**src/rtl/ls_executor_pkg.sv**
```systemverilog
// ls_executor_pkg: shared definitions for the load/store execution unit.
// Opcode numbering, default widths, FSM state encoding, access-length
// constants and small opcode-decoding helpers.
package ls_executor_pkg;

  // Default widths used by the executor and its sub-modules
  localparam int DEF_OPNUM_W  = 6;
  localparam int DEF_ROB_ID_W = 4;
  localparam int DEF_XLEN     = 32;

  // Memory opcode numbers as issued by the LS buffer
  localparam logic [DEF_OPNUM_W-1:0] OPNUM_LB  = 6'd11;
  localparam logic [DEF_OPNUM_W-1:0] OPNUM_LH  = 6'd12;
  localparam logic [DEF_OPNUM_W-1:0] OPNUM_LW  = 6'd13;
  localparam logic [DEF_OPNUM_W-1:0] OPNUM_LBU = 6'd14;
  localparam logic [DEF_OPNUM_W-1:0] OPNUM_LHU = 6'd15;
  localparam logic [DEF_OPNUM_W-1:0] OPNUM_SB  = 6'd16;
  localparam logic [DEF_OPNUM_W-1:0] OPNUM_SH  = 6'd17;
  localparam logic [DEF_OPNUM_W-1:0] OPNUM_SW  = 6'd18;

  // Byte counts presented to the memory controller
  localparam logic [2:0] LEN_B = 3'd1;
  localparam logic [2:0] LEN_H = 3'd2;
  localparam logic [2:0] LEN_W = 3'd4;

  // Executor FSM states
  typedef enum logic [1:0] {
    ST_IDLE    = 2'd0,
    ST_BUSY    = 2'd1,
    ST_DISCARD = 2'd2
  } ls_state_e;

  // True for any of the five load opcodes
  function automatic logic is_load_op(input logic [DEF_OPNUM_W-1:0] op);
    return (op == OPNUM_LB) || (op == OPNUM_LH) || (op == OPNUM_LW) ||
           (op == OPNUM_LBU) || (op == OPNUM_LHU);
  endfunction

  // True for any of the three store opcodes
  function automatic logic is_store_op(input logic [DEF_OPNUM_W-1:0] op);
    return (op == OPNUM_SB) || (op == OPNUM_SH) || (op == OPNUM_SW);
  endfunction

  // Access width in bytes for a memory opcode
  function automatic logic [2:0] op_length(input logic [DEF_OPNUM_W-1:0] op);
    logic [2:0] len;
    case (op)
      OPNUM_LB, OPNUM_LBU, OPNUM_SB: len = LEN_B;
      OPNUM_LH, OPNUM_LHU, OPNUM_SH: len = LEN_H;
      default:                       len = LEN_W;
    endcase
    return len;
  endfunction

endpackage

```
**src/rtl/ls_executor_load_extend.sv**
```systemverilog
// ls_load_extend: combinational sign/zero extension of right-aligned raw
// load data according to the load opcode. LW and non-load opcodes pass
// the raw word through unchanged.
module ls_load_extend
  import ls_executor_pkg::*;
#(
  parameter int OPNUM_W = DEF_OPNUM_W,
  parameter int XLEN    = DEF_XLEN
) (
  input  logic [OPNUM_W-1:0] i_opnum,
  input  logic [XLEN-1:0]    i_raw_data,
  output logic [XLEN-1:0]    o_ext_data
);

  // Select the extension rule for the latched load opcode
  always_comb begin
    o_ext_data = i_raw_data;
    case (i_opnum)
      OPNUM_LB:  o_ext_data = {{(XLEN-8){i_raw_data[7]}}, i_raw_data[7:0]};
      OPNUM_LBU: o_ext_data = {{(XLEN-8){1'b0}}, i_raw_data[7:0]};
      OPNUM_LH:  o_ext_data = {{(XLEN-16){i_raw_data[15]}}, i_raw_data[15:0]};
      OPNUM_LHU: o_ext_data = {{(XLEN-16){1'b0}}, i_raw_data[15:0]};
      default:   o_ext_data = i_raw_data;
    endcase
  end

endmodule

```
**src/rtl/ls_executor.sv**
```systemverilog
// ls_executor: load/store execution unit behind the LS buffer. Takes one
// memory request at a time, runs the request/finish handshake with the
// memory controller and broadcasts extended load results on the CDB.
// Rollback cancels in-flight loads (result discarded) but never stores.
// Optional build macro LS_EXECUTOR_PERF_EN adds load/store/stall counters.
module ls_executor
  import ls_executor_pkg::*;
#(
  parameter int OPNUM_W  = DEF_OPNUM_W,
  parameter int ROB_ID_W = DEF_ROB_ID_W,
  parameter int XLEN     = DEF_XLEN
) (
  input  logic                clk,
  input  logic                rst,
  input  logic                rdy,
  input  logic                enable_sign_from_ls,
  input  logic [OPNUM_W-1:0]  opnum_from_ls,
  input  logic [XLEN-1:0]     address_from_ls,
  input  logic [XLEN-1:0]     store_data_from_ls,
  input  logic [ROB_ID_W-1:0] rob_id_from_ls,
  input  logic                rollback_sign_from_rob,
  output logic                full_sign_to_ls,
  output logic                enable_sign_to_mc,
  output logic                rw_flag_to_mc,
  output logic [XLEN-1:0]     address_to_mc,
  output logic [2:0]          length_to_mc,
  output logic [XLEN-1:0]     store_data_to_mc,
  input  logic                finish_sign_from_mc,
  input  logic [XLEN-1:0]     data_from_mc,
  output logic                valid_sign,
  output logic [ROB_ID_W-1:0] rob_id,
  output logic [XLEN-1:0]     data
`ifdef LS_EXECUTOR_PERF_EN
  ,
  output logic [31:0]         perf_load_cnt,
  output logic [31:0]         perf_store_cnt,
  output logic [31:0]         perf_stall_cnt
`endif
);

  ls_state_e           r_state;
  logic [OPNUM_W-1:0]  r_opnum;
  logic [ROB_ID_W-1:0] r_rob_id;

  logic                w_req_load;
  logic                w_req_store;
  logic                w_accept;
  logic [XLEN-1:0]     w_ext_data;

  // Decode the incoming request; a load arriving with a rollback is dropped
  always_comb begin
    w_req_load  = is_load_op(opnum_from_ls);
    w_req_store = is_store_op(opnum_from_ls);
    w_accept    = enable_sign_from_ls &&
                  (w_req_store || (w_req_load && !rollback_sign_from_rob));
  end

  // Busy whenever a transaction is outstanding
  assign full_sign_to_ls = (r_state != ST_IDLE);

  ls_load_extend #(
    .OPNUM_W (OPNUM_W),
    .XLEN    (XLEN)
  ) u_load_extend (
    .i_opnum    (r_opnum),
    .i_raw_data (data_from_mc),
    .o_ext_data (w_ext_data)
  );

  // Main FSM: issue to memory, wait for finish, broadcast or discard load result
  always_ff @(posedge clk or negedge rst) begin
    if (!rst) begin
      r_state           <= ST_IDLE;
      r_opnum           <= '0;
      r_rob_id          <= '0;
      enable_sign_to_mc <= 1'b0;
      rw_flag_to_mc     <= 1'b0;
      address_to_mc     <= '0;
      length_to_mc      <= '0;
      store_data_to_mc  <= '0;
      valid_sign        <= 1'b0;
      rob_id            <= '0;
      data              <= '0;
    end else if (rdy) begin
      valid_sign <= 1'b0;
      case (r_state)
        ST_IDLE: begin
          if (w_accept) begin
            r_opnum           <= opnum_from_ls;
            r_rob_id          <= rob_id_from_ls;
            enable_sign_to_mc <= 1'b1;
            rw_flag_to_mc     <= w_req_store;
            address_to_mc     <= address_from_ls;
            length_to_mc      <= op_length(opnum_from_ls);
            store_data_to_mc  <= store_data_from_ls;
            r_state           <= ST_BUSY;
          end
        end
        ST_BUSY: begin
          if (finish_sign_from_mc) begin
            enable_sign_to_mc <= 1'b0;
            r_state           <= ST_IDLE;
            // A rollback coinciding with finish kills the load broadcast
            if (!rw_flag_to_mc && !rollback_sign_from_rob) begin
              valid_sign <= 1'b1;
              rob_id     <= r_rob_id;
              data       <= w_ext_data;
            end
          end else if (rollback_sign_from_rob && !rw_flag_to_mc) begin
            // Memory read must still complete; just forget the result
            r_state <= ST_DISCARD;
          end
        end
        ST_DISCARD: begin
          if (finish_sign_from_mc) begin
            enable_sign_to_mc <= 1'b0;
            r_state           <= ST_IDLE;
          end
        end
        default: begin
          enable_sign_to_mc <= 1'b0;
          r_state           <= ST_IDLE;
        end
      endcase
    end
  end

`ifdef LS_EXECUTOR_PERF_EN
  // Count completed loads/stores and cycles spent waiting on memory
  always_ff @(posedge clk or negedge rst) begin
    if (!rst) begin
      perf_load_cnt  <= '0;
      perf_store_cnt <= '0;
      perf_stall_cnt <= '0;
    end else if (rdy) begin
      if (r_state != ST_IDLE) begin
        perf_stall_cnt <= perf_stall_cnt + 32'd1;
        if (finish_sign_from_mc) begin
          if (rw_flag_to_mc) begin
            perf_store_cnt <= perf_store_cnt + 32'd1;
          end else begin
            perf_load_cnt <= perf_load_cnt + 32'd1;
          end
        end
      end
    end
  end
`endif

`ifndef SYNTHESIS
  // LS must never present a request while the executor is busy
  a_no_req_when_full: assert property (
    @(posedge clk) disable iff (!rst)
    !(rdy && enable_sign_from_ls && (r_state != ST_IDLE))
  );
`endif

endmodule

```
**config.mk**
```make
export PLATFORM = sky130hd
export DESIGN_NAME = ls_executor
export DESIGN_NICKNAME = d
export VERILOG_FILES = /design/src/rtl/ls_executor_pkg.sv /design/src/rtl/ls_executor_load_extend.sv /design/src/rtl/ls_executor.sv
export SDC_FILE = /design/constraint.sdc
export NUM_CORES = 1
export LEC_CHECK = 0
export CAP_MARGIN = 20
export CORE_MARGIN = 1
export CORE_UTILIZATION = 46
export CTS_CLUSTER_SIZE = 20
export DETAILED_ROUTE_END_ITERATION = 10
export PLACE_DENSITY = 0.86
export SETUP_SLACK_MARGIN = 0.02
export SKIP_LAST_GASP = 1
export SYNTH_ARGS = -nofsm -noshare
export SYNTH_HDL_FRONTEND = slang
export SYNTH_HIERARCHICAL = 1
export SYNTH_SLANG_ARGS = --single-unit
```
**constraint.sdc**
```tcl
create_clock -name clk -period 2.9 [get_ports clk]
set_clock_uncertainty 0.1 [all_clocks]
set_input_delay 0.435 -clock clk [delete_from_list [all_inputs] [get_ports clk]]
set_output_delay 0.435 -clock clk [all_outputs]
set_load 0.005 [all_outputs]
```
# Word-level counts from Yosys, hierarchy flattened
# Cells that the tools add are included.
[word_totals]
register_bits = 118
word_cells = 64
[op_classes]
eq_ne = 18
muxes = 13
n_reduce_logical = 22
[ops]
columns = ["cell", "count"]
rows = [
  ["32-bit case mux with 4 select lines", 1],
  ["6-bit by 4-bit equality test with 1-bit output, second input constant", 9],
  ["6-bit by 5-bit equality test with 1-bit output, second input constant", 3],
  ["2-bit 2-to-1 mux", 4],
  ["4-bit AND reduction", 2],
  ["1-bit logical OR", 7],
  ["2-bit case mux with 3 select lines", 1],
  ["3-bit case mux with 2 select lines", 1],
  ["3-bit AND reduction", 2],
  ["3-bit OR reduction", 2],
  ["1-bit 2-to-1 mux", 5],
  ["1-bit logical AND", 4],
  ["2-bit != test, second input constant", 2],
  ["3-bit != test, second input constant", 1],
  ["2-bit by 1-bit equality test with 1-bit output, second input constant", 1],
  ["2-bit equality test, second input constant", 1],
  ["1-bit logical NOT", 2],
  ["2-bit logical NOT", 1],
  ["2-bit by 1-bit != test with 1-bit output, second input constant", 1],
  ["1-bit case mux with 2 select lines", 1],
  ["2-bit nonzero test", 1],
  ["2-bit OR reduction", 1],
]

# Depth between registers and ports, before layout
# Gate-level depths: netlist of run 1.
[logic_depth]
depth_word = 10
ltp_mapped = 8
mapped_depth_nobuf = 6

# Modules after synthesis
# Netlist of run 1, hierarchy kept.
[modules_own_cells]
columns = ["module", "instances", "cells_per_inst", "area_each_um2", "seq_area_each_um2"]
rows = [
  ["ls_executor", 1, 287, 4749.6, 2952.8],
  ["ls_load_extend", 1, 53, 415.4, 0.0],
]

# Worst setup path after synthesis of run 1
# Ideal clock, no wire load.
[synth_timing]
path_type = "in2reg"
startpoint = "input opnum_from_ls[3]"
endpoint = "register address_to_mc[10]"
setup_time_ns = 0.125
arrival_ns = 1.667
required_ns = 2.675
setup_slack_ns = 1.008
path_stages = 6
path_buffers = 2
cell_sequence = "nor2b_1 > a32oi_4 > nor2_2 > buf_6 > buf_6 > mux2_4"
[synth_via]
elab_chain_cells = 9
[synth_rtl]
columns = ["item", "line_no", "source"]
rows = [
  ["start: declaration", "ls_executor.sv:17", "input logic [OPNUM_W-1:0] opnum_from_ls,"],
  ["6-bit by 4-bit equality test with 1-bit output", "ls_executor_pkg.sv:35", "return (op == OPNUM_LB) || (op == OPNUM_LH) || (op == OPNUM_LW) ||"],
  ["1-bit logical OR (3 in series)", "ls_executor_pkg.sv:35", ""],
  ["1-bit logical OR", "ls_executor_pkg.sv:36", "(op == OPNUM_LBU) || (op == OPNUM_LHU);"],
  ["1-bit logical AND", "ls_executor.sv:55", "(w_req_store || (w_req_load && !rollback_sign_from_rob));"],
  ["1-bit logical OR *", "ls_executor.sv:55", ""],
  ["1-bit logical AND *", "ls_executor.sv:54", "w_accept = enable_sign_from_ls &&"],
  ["3-bit AND reduction (no source line) *", "n/a", ""],
  ["end signal: assignment", "ls_executor.sv:93", "address_to_mc <= address_from_ls;"],
  ["end: declaration", "ls_executor.sv:25", "output logic [XLEN-1:0] address_to_mc,"],
]
# Mark *: on every way between the ends. The rest lies on a longest branch, timed or not.
# A chain may end at the register's enable or synchronous reset.

# Worst setup path in the final report of run 1
[layout_timing]
startpoint = "register r_state[0]"
endpoint = "output full_sign_to_ls"
[layout_via]
elab_chain_cells = 1
[layout_rtl]
columns = ["item", "line_no", "source"]
rows = [
  ["start: declaration", "ls_executor.sv:41", "ls_state_e r_state;"],
  ["start signal: assignment", "ls_executor.sv:73", "r_state <= ST_IDLE;"],
  ["start signal: assignment", "ls_executor.sv:96", "r_state <= ST_BUSY;"],
  ["start signal: assignment", "ls_executor.sv:102", "r_state <= ST_IDLE;"],
  ["2-bit nonzero test", "ls_executor.sv:59", "assign full_sign_to_ls = (r_state != ST_IDLE);"],
  ["end: declaration", "ls_executor.sv:22", "output logic full_sign_to_ls,"],
]
# Every way passes these cells.

==> results of run 1 <==
logic make-up (layout without fill, tap and decap cells):
kind of cell	Yosys count	after routing
AOI/OAI and AO/OA	46	46
xor gates and xnor gates	1	1
adders and majority gates	3	3
buffers and inverters	29	263
DFF	118	118
muxes	112	112
and+or+nand+nor	31	31
metrics by stage:
stage | std cells | total power [mW]
6_report | 714 | 7.67
5_1_grt | 714 | 8.06
4_1_cts | 714 | 7.76
3_5_place_dp | 681 | 5.35
3_3_place_gp | 681 | 5.24
2_1_floorplan | 340 | 3.68
where the power goes:
part,switching [mW],internal [mW]
combinational,0.740,1.86
clock,0.726,1.61
sequential,0.412,2.32
sequential cells by signal, summed over array words and instances (netlist names):
| name | flops |
|---|---|
| data | 32 |
| address_to_mc | 32 |
| r_rob_id | 4 |
| r_state | 2 |
| rob_id | 4 |
| r_opnum | 6 |
| enable_sign_to_mc | 1 |
| rw_flag_to_mc | 1 |
| length_to_mc | 3 |
| valid_sign | 1 |
| store_data_to_mc | 32 |
synthesized netlist by cell type (all sizes together) (5+ instances only):
library cell    n
mux2          111
a21oi           5
dfrtp         118
a211o           8
a21o           17
and3            8
nor2            7
o21ai           7
buf            23
inv             6
metal layers:
layer	track usage [%]	vias to the layer above	share of wire, %
met4	9.78	0	1.5
met5	0	-	0
met3	6.99	15	7.6
met1	24.6	1806	38
met2	39.5	153	53
li1	-	1668	-
worst min path at each step:
stage,endpoint,depth (start not counted),startpoint,slack [ns]
2_1_floorplan,address_to_mc[0],0,rst,0.04
3_3_place_gp,address_to_mc[6],1,rst,0.26
3_5_place_dp,address_to_mc[4],1,rst,0.27
4_1_cts,store_data_to_mc[31],2,rst,0.28
5_1_grt,store_data_to_mc[31],2,rst,0.31
6_report,store_data_to_mc[31],2,rst,0.28
area by class of cell:
type | count | area share (%)
repair buffers | 225 | 28.1
flip-flops and latches | 118 | 36.3
well taps | 140 | 2.15
clock buffers | 20 | 5.48
clock inverters | 12 | 2.75
inverters | 6 | 0.277
multi-input cells | 193 | 24.9
timing repair:
item,in CTS,in global routing
setup buffers,0,0
hold buffers,1,0
endpoints found under the hold margin,21,0
==> impl_results.md, run 1 <==
* Most common cell after layout, fill and taps aside: clkdlybuf4s50_1
* Slew HR at 51.8%
* Worst hold slack at 0.282 ns
* Status: completed
* Pre-CTS WS at 0.297 ns
* Skew-Pair Late Insertion Delay at 0.50 ns
* Final Slew Violations at 0
* Worst slew pin tran at 0.720 ns
* Pwr/cell area at 943 nW/um2
* Setup crit start kind: flip-flop
* CP Launch Point: r_state[0]
* Routed Wire Length at 12,600 um
* Hpwl dp at 8980 um
* Post-synthesis mux area share at 27.2%
* CORE AREA at 10,900 um2
* Site Rows at 38
* Commonest cells after routing, fill and taps aside: 217 x clkdlybuf4s50_1, 118 x dfrtp_1, 73 x mux2_2
* Register area share after synthesis at 57.2%
* Initial Util at 47.4%
* Sequential Area at 2950 um2
* YS warnings at 6
* Peak VDD IR at 0.000542 V
* Fill count at 721
* Yosys reg bits at 118
* Final period util at 78.1%
* Post-synth EDFFs at 0
* Post-Place Cell Area at 7450 um2
* Largest family of logic cells by synthesized area: multiplexers
* 1st-pass router iterations at 4
* Clock Sinks at 118
* Post-route core utilization at 74.7%
* Via count at 3,642
* # IOs at 219
* Vias per cell at 5.10
* Mapped Area at 5160 um2
* First-pass GRT wire length at 19,700 um
* Setup Viol. Count Final at 0
* Number of antenna diodes at 0
* TritonCTS clock tree: done
* Buf/Inv on CP at 3
* Leakage power total at 3.64 nW
* CP Capture Type: output pin
* Initial antenna violation count at 0
* Final hold viol count at 0
* Number of buffers added on ports at 218
* XOR/XNOR Fraction of Synth Area at 0.170%
* Mean post-synth cell area at 15.2 um2
* Most frequent CP cell: inv_1
* CTS Buf Count at 17
* CP max stage delay at 0.49 ns
* Die area at 11,700 um2
* Resized Gates After CTS at 0
* Top-area cell type share of the netlist area at 57.2%
* GP Congestion at 0.797
* Total GRT Usage at 22.4%
* Worst r2r src: r_state[1]
* Reg-to-reg slack, setup at 0.79 ns
* DRC marker count from the first detailed-route iteration at 197
* Finished Cell Area at 8130 um2
* Clock transition at path regs at 0.05 ns
* Die H at 108 um
* Crit path required time at 2.37 ns
* Fmax achieved at 441 MHz
* Slowest cell on crit path: clkdlybuf4s50_1
* Max-cap viol count at 0
* Wire per inst at 17.6 um
* Asr flop ratio synth at 100%
* Max H-tree Level at 4
* Synth Area in Compound Gates at 7.00%
* Ys flop type: dfrtp_1
* Stages on the worst setup path at 4
* Pin count of the biggest net entering global routing at 53
* DRC viols at 0
* Synth area leader: dfrtp_1
* Critical path cell sequence: inv_1 > ha_1 > inv_1 > clkdlybuf4s50_1
* Tmin final at 2.27 ns
* RSZ-0062 raised after global routing: false
* Ratio of cells with drive above 1 in the final layout at 27.4%
* CP delay by family, top: buffers and inverters
* R2r worst-path depth at 6
* Min-Delay Path Class: in -> async
* Grt total ovfl at 0
* Die X at 108 um
* Mapped Nets at 455
* Clk buf depth at 2
* CP Class: reg -> out
* Worst EP arrival at 1.73 ns
* Synth top area cells: dfrtp_1 57%, mux2_2 16%, mux2_4 11%
* Post-Synth Adder-Cell Area at 0.727%
* Number of global-route vias before repair at 3,910
* Multi-input logic area at 2030 um2
* Setup crit end: full_sign_to_ls
* Synth Instances at 340
* Unique masters post-synth at 38
* Antenna Nets Post-Route at 0
* Layout area overhead at 57.5%
* CP Max Fanout at 5
* Setup ws final at 0.635 ns
* Worst R2R End: store_data_to_mc[12]
* CTS root buf: clkbuf_8
* Setup TNS at 0 ns
* Final nets at 676
* Post-Synth Simple-Gate Area at 4.02%
Power figures use the tool's default switching activity.
==> inputs of run 2 (changes only) <==
--- a/config.mk
+++ b/config.mk
@@ -7,10 +7,10 @@
 export LEC_CHECK = 0
 export CAP_MARGIN = 20
 export CORE_MARGIN = 1
-export CORE_UTILIZATION = 46
+export CORE_UTILIZATION = 39
 export CTS_CLUSTER_SIZE = 20
 export DETAILED_ROUTE_END_ITERATION = 10
-export PLACE_DENSITY = 0.86
+export PLACE_DENSITY = 0.77
 export SETUP_SLACK_MARGIN = 0.02
 export SKIP_LAST_GASP = 1
 export SYNTH_ARGS = -nofsm -noshare
==> constraint.sdc (replaced) <==
create_clock -name clk -period 2.04 [get_ports clk]
set_clock_uncertainty 0.1 [all_clocks]
set_input_delay 0.306 -clock clk [delete_from_list [all_inputs] [get_ports clk]]
set_output_delay 0.306 -clock clk [all_outputs]
set_load 0.005 [all_outputs]
==> run 2 against run 1 <==
  * Core utilization shrank 9.9 points
  * Largest cell class unchanged
  * Worst hold slack better by 0.068 ns
  * Routed wire length is 2.3% lower
  * Global-route usage is 4.0 points lower
  * Highest routed layer unchanged
  * Critical path type is now in -> reg
  * First-iteration DRC count down 42%
  * Flip-flop and latch count stayed put
  * Die area rose by 18%
==> impl_results.md, run 2 (synthesized netlist as in run 1, its figures left out) <==
* Layout area overhead at 60.2%
* R2r worst-path depth at 5
* Leakage power total at 3.73 nW
* Buf/Inv on CP at 3
* DRC marker count from the first detailed-route iteration at 115
* Number of antenna diodes at 0
* Max-cap viol count at 0
* Most common cell after layout, fill and taps aside: clkdlybuf4s50_1
* Tmin final at 1.89 ns
* Die X at 117 um
* Routed Wire Length at 12,300 um
* CP Class: in -> reg
* Worst slew pin tran at 0.487 ns
* Die area at 13,700 um2
* Min-Delay Path Class: in -> async
* 1st-pass router iterations at 4
* Final nets at 689
* # IOs at 219
* Skew-Pair Late Insertion Delay at 0.40 ns
* Setup ws final at 0.150 ns
* CP Max Fanout at 34
* Setup Viol. Count Final at 0
* Final hold viol count at 0
* Slew HR at 67.5%
* Final Slew Violations at 0
* Status: completed
* Number of buffers added on ports at 218
* Worst EP arrival at 2.08 ns
* CP Capture Type: flip-flop
* Clock Sinks at 118
* Setup crit start kind: input pin
* First-pass GRT wire length at 18,700 um
* Grt total ovfl at 0
* Pin count of the biggest net entering global routing at 60
* Final Power at 10.9 mW
* Number of global-route vias before repair at 3,779
* Total GRT Usage at 18.3%
* Crit path required time at 2.23 ns
* Commonest cells after routing, fill and taps aside: 216 x clkdlybuf4s50_1, 118 x dfrtp_1, 73 x mux2_2
* CTS Buf Count at 17
* Slowest cell on crit path: clkdlybuf4s50_1
* Site Rows at 41
* Critical path cell sequence: clkdlybuf4s50_1 > buf_4 > nor3b_2 > a32oi_4 > nor2_4 > buf_12 > mux2_2
* Clk buf depth at 2
* CTS root buf: clkbuf_16
* Ratio of cells with drive above 1 in the final layout at 29.1%
* Fmax achieved at 529 MHz
* Antenna Nets Post-Route at 0
* CP max stage delay at 0.42 ns
* CP delay by family, top: buffers and inverters
* Peak VDD IR at 0.000799 V
* DRC viols at 0
* TritonCTS clock tree: done
* Initial antenna violation count at 0
* Clock transition at path regs at 0.05 ns
* Top flop regs: address_to_mc: 32 flops, data: 32 flops, store_data_to_mc: 32 flops
* Initial Util at 40.4%
* Final period util at 92.6%
* Max H-tree Level at 4
* Vias per cell at 4.81
* CORE AREA at 12,800 um2
* Hpwl dp at 8870 um
* Via count at 3,652
* Die H at 117 um
* Pwr/cell area at 1310 nW/um2
* Worst R2R End: data[15]
* Worst r2r src: r_opnum[5]
* GP Congestion at 0.764
* Wire per inst at 16.2 um
* Reg-to-reg slack, setup at 0.17 ns
* RSZ-0062 raised after global routing: false
* Pre-CTS WS at -0.310 ns
==> run 2: layout make-up <==
class / count / area, um2
clock buffers: 23 / 488
clock inverters: 9 / 170
fillers: 946 / 4500
inverters: 6 / 22.5
multi-input cells: 193 / 2030
flip-flops and latches: 118 / 2950
well taps: 172 / 215
repair buffers: 238 / 2390
==> run 2: worst min-delay path: cells and delay by family <==
| family | cells | cell delay [ns] |
|---|---|---|
| buf+inv | 3 | 0.94 |
==> run 2: worst max path at each step <==
stage                           endpoint  slack (ns)              from  cells after the start
floorplan                       data[10]        0.21        r_state[1]                      6
global placement    store_data_to_mc[16]       -0.27  opnum_from_ls[3]                      6
detailed placement  store_data_to_mc[15]       -0.31  opnum_from_ls[3]                      6
CTS                             data[22]        0.07        r_opnum[5]                      4
global route             full_sign_to_ls        0.04        r_state[1]                      5
finish              store_data_to_mc[11]        0.15  opnum_from_ls[3]                      7
==> run 2: per-stage QoR <==
stage	area [um2]	instances	utilization (%)	hold WS (ns)	TNS [ns]
6_report	8280	759	64.8	0.349	0
5_1_grt	8280	759	64.8	0.402	0
4_1_cts	8260	758	64.7	0.362	0
3_5_place_dp	7600	725	59.5	0.247	-21.63
3_3_place_gp	7600	725	59.5	0.242	-18.47
2_1_floorplan	5160	340	-	-0.0896	0
==> run 2: what timing repair did <==
item	in CTS	in global routing
setup buffers	0	1
resized for setup	1	2
pin swaps	0	1
setup endpoints to repair	1	28
endpoints found under the hold margin	118	0
hold buffers	1	0
==> run 2: power breakdown <==
group / internal [mW] / switching [mW] / leakage, nW
Sequential: 3.30 / 0.584 / 1.52
Clock: 2.29 / 0.987 / 0.327
Combinational: 2.67 / 1.03 / 1.88
Total: 8.26 / 2.60 / 3.73
==> run 2: per-layer routing <==
metal	vias to the layer above	wire, um	track usage (%)	share of wire (%)
met5	-	0	0	0
met4	0	299	8.95	2.4
met3	25	959	6.90	7.8
li1	1688	-	-	-
met1	1798	4920	20.3	40
met2	141	6100	31.0	50
